`config.mk`:
```
export PLATFORM = sky130hd
export DESIGN_NAME = ddr_rd_chk_fifo
export DESIGN_NICKNAME = d
export VERILOG_FILES = /design/src/rtl/ddr_rd_chk_fifo.sv
export SDC_FILE = /design/constraint.sdc
export NUM_CORES = 1
export LEC_CHECK = 0
export CORE_MARGIN = 2
export CORE_UTILIZATION = 46
export CTS_CLUSTER_DIAMETER = 60
export DETAILED_ROUTE_END_ITERATION = 6
export HOLD_SLACK_MARGIN = 0.03
export PLACE_DENSITY_LB_ADDON = 0.08
export RECOVER_POWER = 25
export SLEW_MARGIN = 20
export SYNTH_ARGS = -nofsm -noshare
export SYNTH_HDL_FRONTEND = slang
export SYNTH_SLANG_ARGS = --single-unit
```
`constraint.sdc`:
```
create_clock -name clk -period 3.6 [get_ports clk]
set_input_delay 0.54 -clock clk [delete_from_list [all_inputs] [get_ports clk]]
set_output_delay 0.54 -clock clk [all_outputs]
set_load 0.01 [all_outputs]
```
`src/rtl/ddr_rd_chk_fifo.sv`:
```
// In-order outstanding-address FIFO; full/empty are registered, read data is the head entry.
module ddr_rd_chk_fifo #(
  parameter int AW    = 25,
  parameter int DEPTH = 32
) (
  input  logic          clk,
  input  logic          clr,
  input  logic          push,
  input  logic          pop,
  input  logic [AW-1:0] din,
  output logic [AW-1:0] dout,
  output logic          full,
  output logic          empty
);
  localparam int PW = $clog2(DEPTH);

  logic [AW-1:0] mem [DEPTH];
  logic [PW-1:0] wptr, rptr;
  logic [PW:0]   cnt, cnt_nxt;

  assign dout = mem[rptr];

  always_comb begin
    cnt_nxt = cnt;
    case ({push, pop})
      2'b10:   cnt_nxt = cnt + (PW+1)'(1);
      2'b01:   cnt_nxt = cnt - (PW+1)'(1);
      default: cnt_nxt = cnt;
    endcase
  end

  always_ff @(posedge clk)
    if (push) mem[wptr] <= din;

  always_ff @(posedge clk) begin
    if (clr) begin
      wptr  <= '0;
      rptr  <= '0;
      cnt   <= '0;
      full  <= 1'b0;
      empty <= 1'b1;
    end else begin
      if (push) wptr <= wptr + PW'(1);
      if (pop)  rptr <= rptr + PW'(1);
      cnt   <= cnt_nxt;
      full  <= (cnt_nxt == (PW+1)'(DEPTH));
      empty <= (cnt_nxt == '0);
    end
  end

endmodule

```
==> results.sh <==
export IMPL_first_pass_iters=5
export IMPL_yosysWarningCount=0
export IMPL_fin_area_mm2=0.03786
export IMPL_hp_class="register to register"
export IMPL_drc=0
export IMPL_dp_hpwl_um=40690
export IMPL_syn_area_mm2=0.03155
export IMPL_cts_htree_levels=3
export IMPL_required_ps=3060
export IMPL_clk_path_buf_depth=3
export IMPL_layout_min_cycle_time_ps=3557
export IMPL_p_leak_uw=0.01180
export IMPL_synth_enable_flop_cells=800
export IMPL_hold_violations=0
export IMPL_start_kind="register"
export IMPL_numPortBuffers=55
export IMPL_post_route_period_util_pct=98.81
export IMPL_nets=1560
export IMPL_die_w_um=265.9
export IMPL_setup_violations=0
export IMPL_place_area_mm2=0.03410
export IMPL_core_area_mm2=0.06823
export IMPL_die_area_mm2=0.07070
export IMPL_synth_avg_cell_area_um2=24.12
export IMPL_drv_slew=0
export IMPL_cts_clk_slew_worst_paths_ps=60
export IMPL_io_pins=56
export IMPL_drv_cap=0
export IMPL_initial_core_util_pct=46.25
export IMPL_syn_num_nets=1345
export IMPL_nFillCells=5044
export IMPL_power_density_mw_per_mm2=554.3
export IMPL_netlist_instances=1308
export IMPL_antenna_found_initial=2
export IMPL_ant_nets=0
export IMPL_worst_pin_slew_ps=1482
export IMPL_ys_ff_latch=823
export IMPL_routed_wl_um=77860
export IMPL_antennaDiodeCount=0
export IMPL_viasPerCell=5.944
export IMPL_synth_main_ff_cell="edfxtp_1"
export IMPL_irDropWorstVdd_v=0.0003590
export IMPL_fmax_mhz=281.1
export IMPL_critical_path_class="register to primary output"
export IMPL_worstPathArrival_ps=3020
export IMPL_syn_to_final_growth_pct=19.99
export IMPL_min_from="rptr[4]"
export IMPL_reg2reg_from="wptr[0]"
export IMPL_status="finished clean"
export IMPL_clockRootBuffer="clkbuf_16"
export IMPL_grt_pass1_vias=15120
export IMPL_slew_headroom_pct=1.204
export IMPL_grt_setup_unrepaired="yes"
export IMPL_seq_area_frac_synth_pct=77.60
export IMPL_row_count=96
export IMPL_yosysUniqueCellTypes=47
export IMPL_layout_drive_gt1_share_pct=38.12
export IMPL_power_uw=20990
export IMPL_cts_made_buffers=84
export IMPL_end_kind="primary output"
export IMPL_vias=14680
export IMPL_async_reset_ff_share_pct=0
export IMPL_cts_sinks=823
export IMPL_final_cells=2469
export IMPL_grt_max_degree=49
export IMPL_skew_ps=17.84
export IMPL_crit_fanout=6
export IMPL_clk_latency_ps=620
export IMPL_gp_congestion=0.7240
export IMPL_wl_per_cell_um=31.53
export IMPL_cts_tree="done"
export IMPL_grt_ovfl_total=0
export IMPL_grt_pass1_wl_um=110600
export IMPL_grt_use_total_pct=22.45
export IMPL_drt_iter0_drc=1436
export IMPL_placed_cells=2245
export IMPL_dieHeight_um=265.9
stage by stage:
stage	hold slack (ps)	setup TNS, ps	setup WS (ps)	utilization [%]
global route	578.8	-121.8	-43.68	55.49
CTS	520.9	-139.3	-64.84	55.31
global placement	508.6	0	321.6	49.98
finish	511.0	0	42.99	55.49
detailed placement	513.7	0	302.5	49.98
floorplan	484.7	0	935.1	-
flip-flops by register name (all words and copies together) (netlist names), named ones only:
register	cells
rptr	5
full	1
cnt	6
empty	1
mem	800
wptr	5
layout make-up:
cell class,instances,area (um^2),share of cell area (%)
repair buffers,199,2489,6.573
clock inverters,49,437.9,1.157
multi-input cells,409,7036,18.58
inverters,6,22.52,0.05949
clock buffers,101,2272,6.002
flip-flops and latches,823,24500,64.71
well taps,882,1104,2.915
per-layer routing:
layer | GRT usage, % | up-vias | routed length [um]
met1 | 30.86 | 8068 | 32480
met4 | 5.557 | 2 | 1698
met3 | 4.002 | 112 | 4140
met5 | 0 | - | 13
met2 | 37.63 | 434 | 39520
li1 | - | 6059 | -
where the power goes:
| part | internal (uW) | switching [uW] | total [uW] |
|---|---|---|---|
| clock | 5050 | 3560 | 8620 |
| sequential | 10600 | 49.3 | 10600 |
| combinational | 946 | 789 | 1740 |
| total | 16600 | 4400 | 21000 |
cells in the mapped netlist (3+ instances only):
master / n / share of area (%)
xor2_1: 7 / 0.19
nand4_1: 3 / 0.059
inv_1: 6 / 0.071
buf_2: 23 / 0.36
xnor2_1: 6 / 0.17
buf_4: 3 / 0.071
edfxtp_1: 800 / 76
buf_1: 4 / 0.048
nand3_1: 4 / 0.063
ha_1: 8 / 0.32
clkbuf_1: 40 / 0.48
mux2_2: 25 / 0.89
a21oi_1: 3 / 0.048
nand2_1: 11 / 0.13
o21ai_0: 3 / 0.048
nor2_1: 54 / 0.64
dfxtp_1: 23 / 1.5
mux2i_1: 3 / 0.095
mux4_2: 250 / 18
critical path: stages (launching register included):
cell	delay [ps]
dfxtp_4	380
buf_12	140
buf_16	170
buf_16	140
buf_4	130
mux4_2	500
mux4_2	490
mux2_4	290
buf_2	150
cell families (layout without fill, tap and decap cells):
kind of cell	Yosys count	in the layout	share of synthesized area [%]
flops	823	823	77.60
mux	278	278	18.83
simple gates	91	91	1.416
buf+inv	76	355	1.031
compound gates	19	19	0.4442
xor+xnor	13	13	0.3609
fa+ha+maj	8	8	0.3173
timing repair:
action,CTS,global route
hold buffers,0,0
gates cloned,10,4
setup endpoints to repair,25,18
buffers inserted,54,7
resized for setup,117,29
placed cells by master, fill, tap and decap left out, types with 11 or more instances in the layout:
cell,netlist,final
nor2_4,0,32
clkbuf_1,40,17
clkinv_2,0,16
nor2_1,54,22
buf_6,0,13
mux2_4,0,14
nand2_1,11,11
clkdlybuf4s50_1,0,11
dlygate4sd3_1,0,15
buf_2,23,12
buf_16,0,17
dfxtp_1,23,18
mux4_2,250,250
buf_12,0,39
edfxtp_1,800,800
mux2_2,25,11
clkbuf_16,0,93
clkinv_1,0,19
buf_4,3,74
worst paths after layout:
| check | end | slack, ps | cells past startpoint |
|---|---|---|---|
| setup / recovery | dout[15] | 40 | 8 |
| hold reg to reg | register | 510 | 2 |
| setup reg to reg | mem[10][11] | 1200 | 5 |
| hold / removal | register | 510 | 2 |
Note: power is estimated with default switching activity, not from simulation.
==> edit, RTL diff (config.mk and constraints unchanged) <==
The parameter `DEPTH` goes from 32 to 64.
--- a/src/rtl/ddr_rd_chk_fifo.sv
+++ b/src/rtl/ddr_rd_chk_fifo.sv
@@ -3,3 +3,3 @@
   parameter int AW    = 25,
-  parameter int DEPTH = 32
+  parameter int DEPTH = 64
 ) (
Behaviour: no difference found for any inputs over 4 cycles, from zero or initial values; that may be too few to reach the edited logic, so the function may still have changed.
==> edit against the original RTL <==
The run now ends with capacitance limit, slew limit, setup timing left. Synthesized cell count grew 100%. Largest cell class unchanged. Sequential cell count grew 804. Synthesized area grew 98%. Via count grew 110%. Fmax shrank 13%. Design area grew 97%. Worst setup slack lost 0.55 ns. Total power grew 95%. Sequential share of layout area grew 0.49 points. Wire length grew 110%.
==> edit: results (changes against the original RTL) <==
Synth Area in Adders=0.100% (was 0.317%); max-slew violations=782 (was 0); setup ws final=-0.506 ns (was 0.0430 ns); Max stage delay on crit path=0.56 ns (was 0.50 ns); largest net degree at the start of global routing=58 (was 49); sequential-to-total area share from yosys stat=77.8% (was 77.6%); ranking of synthesized cells by area=edfxtp_1, mux4_2, dfxtp_1 (unchanged); Synth Area in XOR/XNOR=0.168% (was 0.361%); EDFF count, synth=1600 (was 800); First-pass DRT Iterations=6 (was 5); Clk Latency, worst-skew pair=0.79 ns (was 0.62 ns); fin nets=3159 (was 1560); failing checks=capacitance limit, slew limit, setup timing; root buffer cell=clkbuf_16 (unchanged); most frequent cells after synthesis=edfxtp_1, mux4_2, nor2_1 (unchanged); Cells after DPL=4630 (was 2245); post-synth cell types=53 (was 47); WHS=0.492 ns (was 0.511 ns); Final setup viols=25 (was 0); slowest CP cell=o211ai_1 (was mux4_2); DP HPWL=96.0 mm (was 40.7 mm); crit path max fanout=8 (was 6); CTS H-tree lvls=4 (was 3); Slew @ Worst Pin=2.95 ns (was 1.48 ns); Async S/R FF share, synth=0% (unchanged); Routed WL=167 mm (was 77.9 mm); Syn. warnings=0 (unchanged); Reg2Reg Capture Point=mem[19][17]$_DFFE_PP_ (was mem[10][11]$_DFFE_PP_); Pleak=23.1 nW (was 11.8 nW); via count=30400 (was 14700); mux contribution to synthesized area=17.5% (was 18.8%); vias in the first global route=31200 (was 15100); clk_skew=0.0188 ns (was 0.0178 ns); RD Place Congestion=0.785 (was 0.724); FF-to-FF path depth=4 (was 5); R2R Setup Slk=1.01 ns (was 1.20 ns); share of layout cells above drive strength 1=38.1% (about the same); fill count=10100 (was 5044); 1st-iter DRT viols=3435 (was 1436); RR Startpoint=wptr[1]$_SDFFE_PP0P_ (was wptr[0]$_SDFFE_PP0P_); status=finished with violations (was finished clean); hold path startpoint=rptr[5]$_SDFFE_PP0P_ (was rptr[4]$_SDFFE_PP0P_); first-pass GRT wire length=234 mm (was 111 mm); Peak VDD IR=0.000489 V (was 0.000359 V); Layout Cells excl Fill=5042 (was 2469); initial antenna violation count=15 (was 2); Max clock buf depth=3 (unchanged); Synth Area in Compound Gates=1.70% (was 0.444%); Post-Synthesis Cells=2676 (was 1308); Critical Path AT=3.57 ns (was 3.02 ns); Clk pin slew, worst setup/hold paths=0.06 ns (about the same); I/O Buffers=55 (unchanged); Worst Hold Path Cells=2 (unchanged); maxcap violations=19 (was 0); CTS Buf Count=169 (was 84); Tot GR Track Use=24.4% (was 22.5%); biggest regs=mem: 1600 flops, cnt: 7 flops (was mem: 800 flops, cnt: 6 flops)
==> edit: changes by cell type after synthesis, sizes merged, moves of 20 or more <==
cell | before | now
buf | 30 | 92
nor2 | 54 | 88
mux2i | 3 | 44
clkbuf | 40 | 60
nor2b | 1 | 30
mux4 | 250 | 450
a21oi | 3 | 31
edfxtp | 800 | 1600
a22oi | 0 | 40
==> edit: repair_timing <==
item,in CTS,in global routing
hold buffers,0,0
buffers inserted,47,50
resized for setup,195,77
pin swaps,11,14
gates cloned,15,6
endpoints found under the setup margin,25,25
==> edit: worst max-delay path by stage <==
stage          startpoint              endpoint  slack [ns]
2_1_floorplan        push  mem[48][0]$_DFFE_PP_        0.12
3_3_place_gp     register              dout[18]       -0.21
3_5_place_dp     register              dout[21]       -0.14
4_1_cts          register               dout[2]       -0.56
5_1_grt          register              dout[22]       -0.52
6_report         register               dout[2]       -0.51
==> edit: worst max-delay path: cells and delay by family, from the launching register on <==
kind	cells	cell delay (ns)
muxes	2	1.04
buffers and inverters	4	0.66
DFF	1	0.43
AOI/OAI and AO/OA	2	0.63
==> edit: routing by layer <==
| layer | wire (um) | track usage, % | vias to the layer above | share of wire, % |
|---|---|---|---|---|
| met1 | 70600 | 34.8 | 16600 | 42 |
| met4 | 4740 | 7.52 | 6 | 2.8 |
| met5 | 42 | 0 | - | 0.025 |
| met2 | 78700 | 38.0 | 1188 | 47 |
| met3 | 12500 | 5.46 | 228 | 7.5 |
| li1 | - | - | 12400 | - |
==> edit: layout make-up <==
type | count | area (um^2) | area share (%)
Timing Repair Buffer | 430 | 4550 | 6.10
Antenna cell | 3 | 7.51 | 0.0101
Clock inverter | 92 | 787 | 1.06
Clock buffer | 212 | 4500 | 6.03
Tap cell | 1781 | 2230 | 2.99
Multi-Input combinational cell | 891 | 13900 | 18.6
Sequential cell | 1627 | 48600 | 65.2
Inverter | 6 | 22.5 | 0.0302
==> edit: through the flow <==
step | util, % | setup TNS (ns) | setup slack (ns) | area (um^2)
after floorplan | - | 0 | 0.120 | 62500
after global placement | 49.9 | -0.588 | -0.211 | 67400
after detailed placement | 49.9 | -0.453 | -0.142 | 67400
after CTS | 54.7 | -10.76 | -0.563 | 74000
after global routing | 55.2 | -10.33 | -0.518 | 74500
final | 55.2 | -8.29 | -0.506 | 74500
==> edit: cells by family (layout without fill, tap and decap cells) <==
group                    Yosys count  in the layout
flip-flops                      1627           1627
multiplexers                     524            524
AND/OR/NAND/NOR                  194            194
buffers and inverters            158            740
AO/OA/AOI/OAI                    156            156
XOR/XNOR                          12             12
adder cells (fa/ha/maj)            5              5
other                              0              3
==> edit: power breakdown <==
part           switching, W  internal, W
sequential        0.0000550       0.0209
combinational       0.00162      0.00155
clock               0.00710      0.00969
